**config.mk**
```make
export PLATFORM = sky130hd
export DESIGN_NAME = issue_queue
export DESIGN_NICKNAME = d
export VERILOG_FILES = /design/src/rtl/issue_queue_pkg.sv /design/src/rtl/issue_queue_select.sv /design/src/rtl/issue_queue.sv
export SDC_FILE = /design/constraint.sdc
export NUM_CORES = 1
export LEC_CHECK = 0
export ABC_AREA = 1
export BUFFER_PORTS_ARGS = -buffer_cell sky130_fd_sc_hd__buf_2
export CAP_MARGIN = 0
export CORE_MARGIN = 5
export CORE_UTILIZATION = 35
export CTS_BUF_LIST = sky130_fd_sc_hd__clkbuf_16
export CTS_CLUSTER_SIZE = 14
export DETAILED_ROUTE_END_ITERATION = 6
export PLACE_DENSITY = 0.63
export SKIP_LAST_GASP = 1
export SYNTH_ARGS = -nofsm -noshare
export SYNTH_HDL_FRONTEND = slang
export SYNTH_SLANG_ARGS = --single-unit
```
**constraint.sdc**
```tcl
create_clock -name clock -period 4.85 [get_ports clock]
set_clock_uncertainty 0.1 [all_clocks]
set_input_delay 0.2425 -clock clock [delete_from_list [all_inputs] [get_ports clock]]
set_output_delay 0.2425 -clock clock [all_outputs]
set_load 0.05 [all_outputs]
```
**src/rtl/issue_queue_pkg.sv**
```systemverilog
// Shared definitions for the collapsing issue queue: default sizes, the entry
// record and the wakeup tag-match helper.
package issue_queue_pkg;

    localparam int IQ_SIZE_DEF = 8;
    localparam int PREG_W_DEF  = 6;
    localparam int UOP_W_DEF   = 32;

    typedef struct packed {
        logic                  valid;
        logic [UOP_W_DEF-1:0]  uop;
        logic [PREG_W_DEF-1:0] rs1;
        logic                  rs1Rdy;
        logic [PREG_W_DEF-1:0] rs2;
        logic                  rs2Rdy;
    } iq_entry_t;

    // True when either wakeup port broadcasts the given tag this cycle.
    function automatic logic tagWoken(
        input logic [PREG_W_DEF-1:0]      tag,
        input logic [1:0]                 wakeValid,
        input logic [1:0][PREG_W_DEF-1:0] wakeTag
    );
        return (wakeValid[0] && (wakeTag[0] == tag)) ||
               (wakeValid[1] && (wakeTag[1] == tag));
    endfunction

endpackage

```
**src/rtl/issue_queue_select.sv**
```systemverilog
// Oldest-ready priority finder: returns the lowest index with its ready bit set.
module iq_select
    import issue_queue_pkg::*;
#(
    parameter int N     = IQ_SIZE_DEF,
    parameter int IDX_W = (N > 1) ? $clog2(N) : 1
) (
    input  logic [N-1:0]     i_ready,
    output logic [IDX_W-1:0] o_idx,
    output logic             o_found
);

    // Scan from the youngest down so the oldest ready entry wins.
    always_comb begin
        o_found = 1'b0;
        o_idx   = '0;
        for (int i = N - 1; i >= 0; i--) begin
            if (i_ready[i]) begin
                o_found = 1'b1;
                o_idx   = IDX_W'(i);
            end
        end
    end

endmodule

```
**src/rtl/issue_queue.sv**
```systemverilog
// Collapsing issue queue: two-wide dispatch, two wakeup ports, one issue port.
// Entry 0 is always the oldest; issued entries collapse younger ones down.
module issue_queue
    import issue_queue_pkg::*;
#(
    parameter int IQ_SIZE = IQ_SIZE_DEF,
    parameter int PREG_W  = PREG_W_DEF,
    parameter int UOP_W   = UOP_W_DEF
) (
    input  logic                             clock,
    input  logic                             reset,
    input  logic                             flush,
    input  logic [1:0]                       dispatch_valid,
    input  logic [1:0][UOP_W-1:0]            dispatch_uop,
    input  logic [1:0][PREG_W-1:0]           dispatch_rs1,
    input  logic [1:0][PREG_W-1:0]           dispatch_rs2,
    input  logic [1:0]                       dispatch_rs1_ready,
    input  logic [1:0]                       dispatch_rs2_ready,
    output logic                             dispatch_ready,
    input  logic [1:0]                       wakeup_valid,
    input  logic [1:0][PREG_W-1:0]           wakeup_tag,
    output logic                             issue_valid,
    output logic [UOP_W-1:0]                 issue_uop,
    input  logic                             issue_ready,
    output logic [$clog2(IQ_SIZE+1)-1:0]     count
);

    localparam int CNT_W = $clog2(IQ_SIZE + 1);
    localparam int IDX_W = (IQ_SIZE > 1) ? $clog2(IQ_SIZE) : 1;

    iq_entry_t        r_entries [IQ_SIZE];
    logic [CNT_W-1:0] r_count;

    iq_entry_t        w_woken [IQ_SIZE];
    iq_entry_t        w_next  [IQ_SIZE];
    iq_entry_t        w_new   [2];
    logic [IQ_SIZE-1:0] w_ready;
    logic [IDX_W-1:0] w_selIdx;
    logic             w_found;
    logic             w_fire;
    logic             w_acc0;
    logic             w_acc1;
    logic [CNT_W-1:0] w_postCount;
    logic [CNT_W-1:0] w_countNext;

    always_comb begin
        for (int i = 0; i < IQ_SIZE; i++) begin
            w_ready[i] = r_entries[i].valid && r_entries[i].rs1Rdy && r_entries[i].rs2Rdy;
        end
    end

    iq_select #(
        .N     (IQ_SIZE),
        .IDX_W (IDX_W)
    ) u_select (
        .i_ready (w_ready),
        .o_idx   (w_selIdx),
        .o_found (w_found)
    );

    assign dispatch_ready = (r_count <= CNT_W'(IQ_SIZE - 2)) && !flush;
    assign issue_valid    = w_found && !flush;
    assign issue_uop      = r_entries[w_selIdx].uop;
    assign count          = r_count;

    assign w_fire      = issue_valid && issue_ready;
    assign w_acc0      = dispatch_valid[0] && dispatch_ready;
    assign w_acc1      = dispatch_valid[1] && dispatch_ready;
    assign w_postCount = r_count - CNT_W'(w_fire);
    assign w_countNext = w_postCount + CNT_W'(w_acc0) + CNT_W'(w_acc1);

    // Incoming uops: tag 0 and same-cycle wakeups count as ready on capture.
    always_comb begin
        for (int k = 0; k < 2; k++) begin
            w_new[k].valid  = 1'b1;
            w_new[k].uop    = dispatch_uop[k];
            w_new[k].rs1    = dispatch_rs1[k];
            w_new[k].rs2    = dispatch_rs2[k];
            w_new[k].rs1Rdy = dispatch_rs1_ready[k] || (dispatch_rs1[k] == '0) ||
                              tagWoken(dispatch_rs1[k], wakeup_valid, wakeup_tag);
            w_new[k].rs2Rdy = dispatch_rs2_ready[k] || (dispatch_rs2[k] == '0) ||
                              tagWoken(dispatch_rs2[k], wakeup_valid, wakeup_tag);
        end
    end

    // Next queue image: apply wakeups, collapse out the issued entry, then append.
    always_comb begin
        for (int i = 0; i < IQ_SIZE; i++) begin
            w_woken[i] = r_entries[i];
            if (tagWoken(r_entries[i].rs1, wakeup_valid, wakeup_tag)) begin
                w_woken[i].rs1Rdy = 1'b1;
            end
            if (tagWoken(r_entries[i].rs2, wakeup_valid, wakeup_tag)) begin
                w_woken[i].rs2Rdy = 1'b1;
            end
        end

        w_next = w_woken;
        for (int i = 0; i < IQ_SIZE - 1; i++) begin
            if (w_fire && (IDX_W'(i) >= w_selIdx)) begin
                w_next[i] = w_woken[i + 1];
            end
        end
        if (w_fire) begin
            w_next[IQ_SIZE - 1].valid = 1'b0;
        end

        for (int i = 0; i < IQ_SIZE; i++) begin
            if (w_acc0 && (CNT_W'(i) == w_postCount)) begin
                w_next[i] = w_new[0];
            end
            if (w_acc1 && (CNT_W'(i) == (w_postCount + CNT_W'(w_acc0)))) begin
                w_next[i] = w_new[1];
            end
        end
    end

    // Only valid bits and the count are reset; payload and tags are don't-care.
    always_ff @(posedge clock or posedge reset) begin
        if (reset) begin
            for (int i = 0; i < IQ_SIZE; i++) begin
                r_entries[i].valid <= 1'b0;
            end
            r_count <= '0;
        end else if (flush) begin
            for (int i = 0; i < IQ_SIZE; i++) begin
                r_entries[i].valid <= 1'b0;
            end
            r_count <= '0;
        end else begin
            r_entries <= w_next;
            r_count   <= w_countNext;
        end
    end

endmodule

```
======== Yosys cells after proc, flatten, opt, wreduce, memory -nomap -nowiden ========
Cells that the tools add are included.
storage, ports and cells
  input bits .............................. 112
  output and inout bits ................... 38
  register bits ........................... 380
  word-level logic and storage cells ...... 334
cells by class
  reduce and logical (&&, ||, !) cells .... 148
  multiplexer cells ....................... 68
  bitwise operators ....................... 3
  equal/unequal tests ..................... 54
  magnitude comparators ................... 9
  $add $sub $neg .......................... 3
operators with widths
  cell                                                 count
  two-way mux 47 bit                                   23
  equality test 6 bit                                  40
  binary-select mux 47 bit (select 3 bit)              1
  two-way mux 46 bit                                   2
  logical AND 1 bit                                    84
  nonzero test 4 bit                                   10
  two-way mux 1 bit                                    33
  equality test 3 x 4 -> 1 bit, first input constant   8
  AND reduction 3 bit                                  10
  logical OR 1 bit                                     28
  logical NOT 6 bit                                    4
  two-way mux 3 bit                                    8
  nonzero test 3 bit                                   7
  equality test 2 x 4 -> 1 bit, first input constant   4
  >= comparator 3 bit, first input constant            3
  adder 4 x 1 -> 4 bit                                 2
  equality test 1 x 4 -> 1 bit, first input constant   2
  logical NOT 4 bit                                    2
  >= comparator 1 x 3 -> 1 bit, first input constant   2
  >= comparator 2 x 3 -> 1 bit, first input constant   2
  >= comparator 4 bit, second input constant           1
  <= comparator 4 x 3 -> 1 bit, second input constant  1
  two-way mux 4 bit                                    1
  inverter 3 -> 4 bit                                  1
  5 further kinds                                      6

======== Logic depth before layout (Yosys ltp) ========
  depth in word-level cells ............... 18
  depth in mapped cells ................... 22
  depth with buffers taken out ............ 21

======== Modules after synthesis ========
A second synthesis with hierarchy kept.
second synthesis, totals
  cells, all modules ...................... 3471
  area, all modules ....................... 26092.5 µm²
by module, submodules not included
  module       cells each  area each (µm²)  seq. area each (µm²)  times used
  issue_queue  3449        25993.7          11350.9               1
  iq_select    22          98.8             0.0                   1

======== Worst setup path before layout ========
No wires, ideal clock.
  kind .................................... reg2reg
  start ................................... register r_entries[54] (netlist name)
  end ..................................... register r_entries[236] (netlist name) (enable)
  cell stages (with the launch flop) ...... 18
  period minus slack after synthesis ...... 5.359 ns
  required time ........................... 4.290 ns
  buffers on the path ..................... 1
  setup time .............................. 0.460 ns
  arrival ................................. 4.798 ns
  slack ................................... -0.509 ns
  cell sequence ........................... edfxtp_1 nand3_1 nand2_1 nor2_1 nand2_1 nand3_1 inv_1 ha_1 inv_1 ha_1 ha_1 xor2_2 nor2_1 nand2_1 nand2_1 inv_2 buf_2 a21oi_1
on the way
  word-level cells in the longest chain between the ends .. 17
  elaborated cells between the ends (all ways) .. 28
  classes of those cells .................. add/sub (2); order compare (1); eq/ne (2); mux (14); reduce/logical (9)
RTL lines
  item                                    line                      text
  start: declaration                      issue_queue.sv:31         iq_entry_t r_entries [IQ_SIZE];
  start signal: assignment                issue_queue.sv:131        r_entries <= w_next;
  logical AND 1 bit * (2 in series)       issue_queue.sv:48         w_ready[i] = r_entries[i].valid && r_entries[i].rs1Rdy && r_entries[i].rs2Rdy;
  two-way mux 1 bit (7 in series)         issue_queue_select.sv:18  if (i_ready[i]) begin
  logical AND 1 bit                       issue_queue.sv:62         assign issue_valid = w_found && !flush;
  logical AND 1 bit                       issue_queue.sv:66         assign w_fire = issue_valid && issue_ready;
  subtractor 4 x 1 -> 4 bit               issue_queue.sv:69         assign w_postCount = r_count - CNT_W'(w_fire);
  adder 4 x 1 -> 4 bit                    issue_queue.sv:112        if (w_acc1 && (CNT_W'(i) == (w_postCount + CNT_W'(w_acc0)))) begin
  equality test 2 x 4 -> 1 bit            issue_queue.sv:112
  logical AND 1 bit                       issue_queue.sv:112
  nonzero test 3 bit (no source line) *   --
  AND reduction 3 bit (no source line) *  --
Mark *: on every way between the ends. The rest lies on a longest branch, timed or not.
A chain may end at the register's enable or synchronous reset.

======== Final worst setup path ========
  start ................................... register r_entries[54] (netlist name)
  end ..................................... register r_entries[271] (netlist name) (enable)
Same word-level chain as after synthesis.

==> impl_metrics.toml <==
[hold_path]
min_to = "r_entries[178]"
worstHoldPathCells = 3
hold_path_startpoint = "dispatch_uop[55]"
hold_class = "input pin to flop"

[timing]
fmax_mhz = 227
fin_crit_sh_pct = 90.9
finalSetupTns_ns = 0
slew_headroom_pct = 21.6
timing.final.hold_violations = 0
grt_setup_unrepaired = "no"
tightestPinTransition_ns = 1.17
period_needed_ns = 4.41
setup_viol = 0
final_max_slew_viol_count = 0

[synth]
synth_area_leaders = "edfxtp_1, nand2_1, nand3_1, a21oi_1, a22oi_1"
netlist_instances = 3504
synth_top_cell_by_area = "edfxtp_1"
synth_most_common_cell = "nand2_1"
avgSynthCellArea_um2 = 7.52
synth_edf_count = 368
netlist_area_mm2 = 0.0264
ys_ff_latch = 380
synth_seq_area_share_pct = 43.1
async_flop_share_pct = 3.16
synth_top_area_share_pct = 41.9
synth_cell_type_count = 50
synth_compound_area_share_pct = 17.9
synth_mux_area_share_pct = 0.0380
synthAdderAreaFrac_pct = 0.285
synth-simple-area-share_pct = 28.0
synth-main-ff-cell = "edfxtp_1"
yosysWarnings = 0
syn_nets = 3622
synth_top_family_by_area = "simple AND/OR/NAND/NOR gates"
synth_xor_area_share_pct = 1.68
synth.cells.most_frequent = "nand2_1, nand3_1, edfxtp_1"

[critical_path]
crit_path_top_delay_cell = "buf_4"
critPathTopFamily = "simple AND/OR/NAND/NOR gates"
reg2reg_slack_ns = 0.44
cp_common_cell = "nand2_1"
crit_path_cell_trace = "nand3_1 > nand2_1 > nor2_1 > nand2_1 > nand3_1 > inv_1 > ha_1 > inv_1 > ha_1 > ha_1 > xor2_2 > nor2_1 > nand2_1 > nand2_1 > inv_2 > a21oi_4 > buf_4"
crit_path_max_incr_delay_ns = 0.49
critPathMaxFanout = 32
cp.arrival_ns = 4.52
reg2reg_to = "r_entries[271]"
reg2reg_from = "r_entries[54]"
critPathCaptureType = "flop"
crit_type = "flop to flop"
required_ns = 4.96
start_kind = "flop"
r2r_cells = 17
cp_num_buf_inv = 4

[power]
p_leak_nw = 12.4
vdd_ir_drop_max_mv = 0.284
p_per_area_mw_per_mm2 = 409

[flow_run]
maxCapViolCount = 0

[layout]
fin_util_pct = 39.6
area_growth_pct = 12.1
fillers = 7616
final_layout_size_suffix_gt1_share_pct = 10.2
layout.nets = 3626

[floorplanning]
start_util_pct = 35.4
die_w_um = 284
ioPinCount = 150
die_area_mm2 = 0.0809
core_area_mm2 = 0.0746
rows = 100
die-height_um = 284

[clocking]
ctsHoldBuffers = 52
cts_tree = "yes"
htreeDepth = 2
post_cts_buffers = 0
cts-buffers-inserted = 43
cts_resized = 0
clkTransAtPathRegs_ns = 0.06
clock_path_buffers = 3
clock-sinks = 380
insertion_delay_ns = 0.60
cts_root_buf = "clkbuf_16"

[global_routing]
grt_pass1_vias = 25691
antenna_found_initial = 3
grt_max_degree = 94
grt_overflow = 0
grt_usage_pct = 25.6
grt_pass1_wl_um = 162000

[routing]
viasPerCell = 6.04
drc = 0
drtPass1Iterations = 6
vias = 27213
drtIter0Drc = 3879
postRouteAntennaNets = 0
wire_per_inst_um = 24.2
drt_wl_total_um = 109000

[placed_design]
dp.final_hpwl_um = 65600
place.gp.congestion = 0.933
portBuffers = 149

[outcome]
outcome = "finished, final reports clean"
sequential cells by signal (all words and copies together) (netlist names):
| name | count |
|---|---|
| count | 4 |
| r_entries | 376 |
cells by family after synthesis:
family	Yosys count
flops	380
simple gates	1735
mux	1
xor+xnor	49
fa+ha+maj	6
buf+inv	574
compound gates	759
metal layers:
layer / share of wire, % / wire length [µm] / vias to the layer above / global-route usage [%]
li1: - / - / 12138 / -
met1: 39 / 42500 / 12876 / 34.1
met2: 45 / 48900 / 1884 / 40.6
met3: 12 / 12700 / 315 / 5.14
met4: 4.5 / 4850 / 0 / 11.4
met5: 0 / 0 / - / 0
how the worst max path moves through the flow:
stage | cells after the start | from | slack [ns] | to
2_1_floorplan | 17 | r_entries[54] | 0.39 | r_entries[236]
3_3_place_gp | 17 | r_entries[54] | 0.63 | r_entries[265]
3_5_place_dp | 17 | r_entries[375] | 0.53 | r_entries[265]
4_1_cts | 17 | r_entries[54] | 0.52 | r_entries[271]
5_1_grt | 17 | r_entries[94] | 0.19 | r_entries[271]
6_report | 17 | r_entries[54] | 0.44 | r_entries[271]
area by class of cell:
type	count	area, µm²	area share [%]
Antenna cell	4	10.0	0.0339
Clock buffer	44	1100	3.72
Clock inverter	26	145	0.491
Inverter	261	982	3.32
Multi-Input combinational cell	2550	12800	43.2
Sequential cell	380	11400	38.4
Tap cell	969	1210	4.10
Timing Repair Buffer	272	1990	6.72
tightest hold or removal path, cell delays in order:
cell and delay [ns]:
buf_2 0.17, nor2_1 0.07, a21oi_1 0.12
report_power, final:
group          switching (W)  leakage (nW)  total, W  internal (W)
registers           0.000222          3.72   0.00443       0.00421
clock network        0.00140         0.664   0.00308       0.00168
logic                0.00339          8.01   0.00459       0.00120
per-stage QoR:
stage	hold WS [ns]	setup slack, ns	power, W	cell area, µm²	std cells
6_report	0.0300	0.441	0.0121	29600	4506
5_1_grt	0.0275	0.192	0.0126	29600	4505
4_1_cts	0.000469	0.525	0.0120	29600	4502
3_5_place_dp	0.335	0.533	0.00894	27800	4380
3_3_place_gp	0.343	0.628	0.00890	27800	4380
2_1_floorplan	0.0350	0.387	0.00750	26400	3504
cell usage in the layout (no fill, tap or decap), types with 61 or more instances in the layout:
| cell | synthesis | layout |
|---|---|---|
| nand4_1 | 61 | 61 |
| o21ai_0 | 111 | 111 |
| a21oi_1 | 334 | 331 |
| inv_1 | 242 | 247 |
| buf_2 | 103 | 149 |
| a22oi_1 | 121 | 121 |
| edfxtp_1 | 368 | 368 |
| nand3_1 | 427 | 426 |
| nand2_1 | 989 | 981 |
| nor2_1 | 185 | 177 |
(Power assumes the default switching activity.)
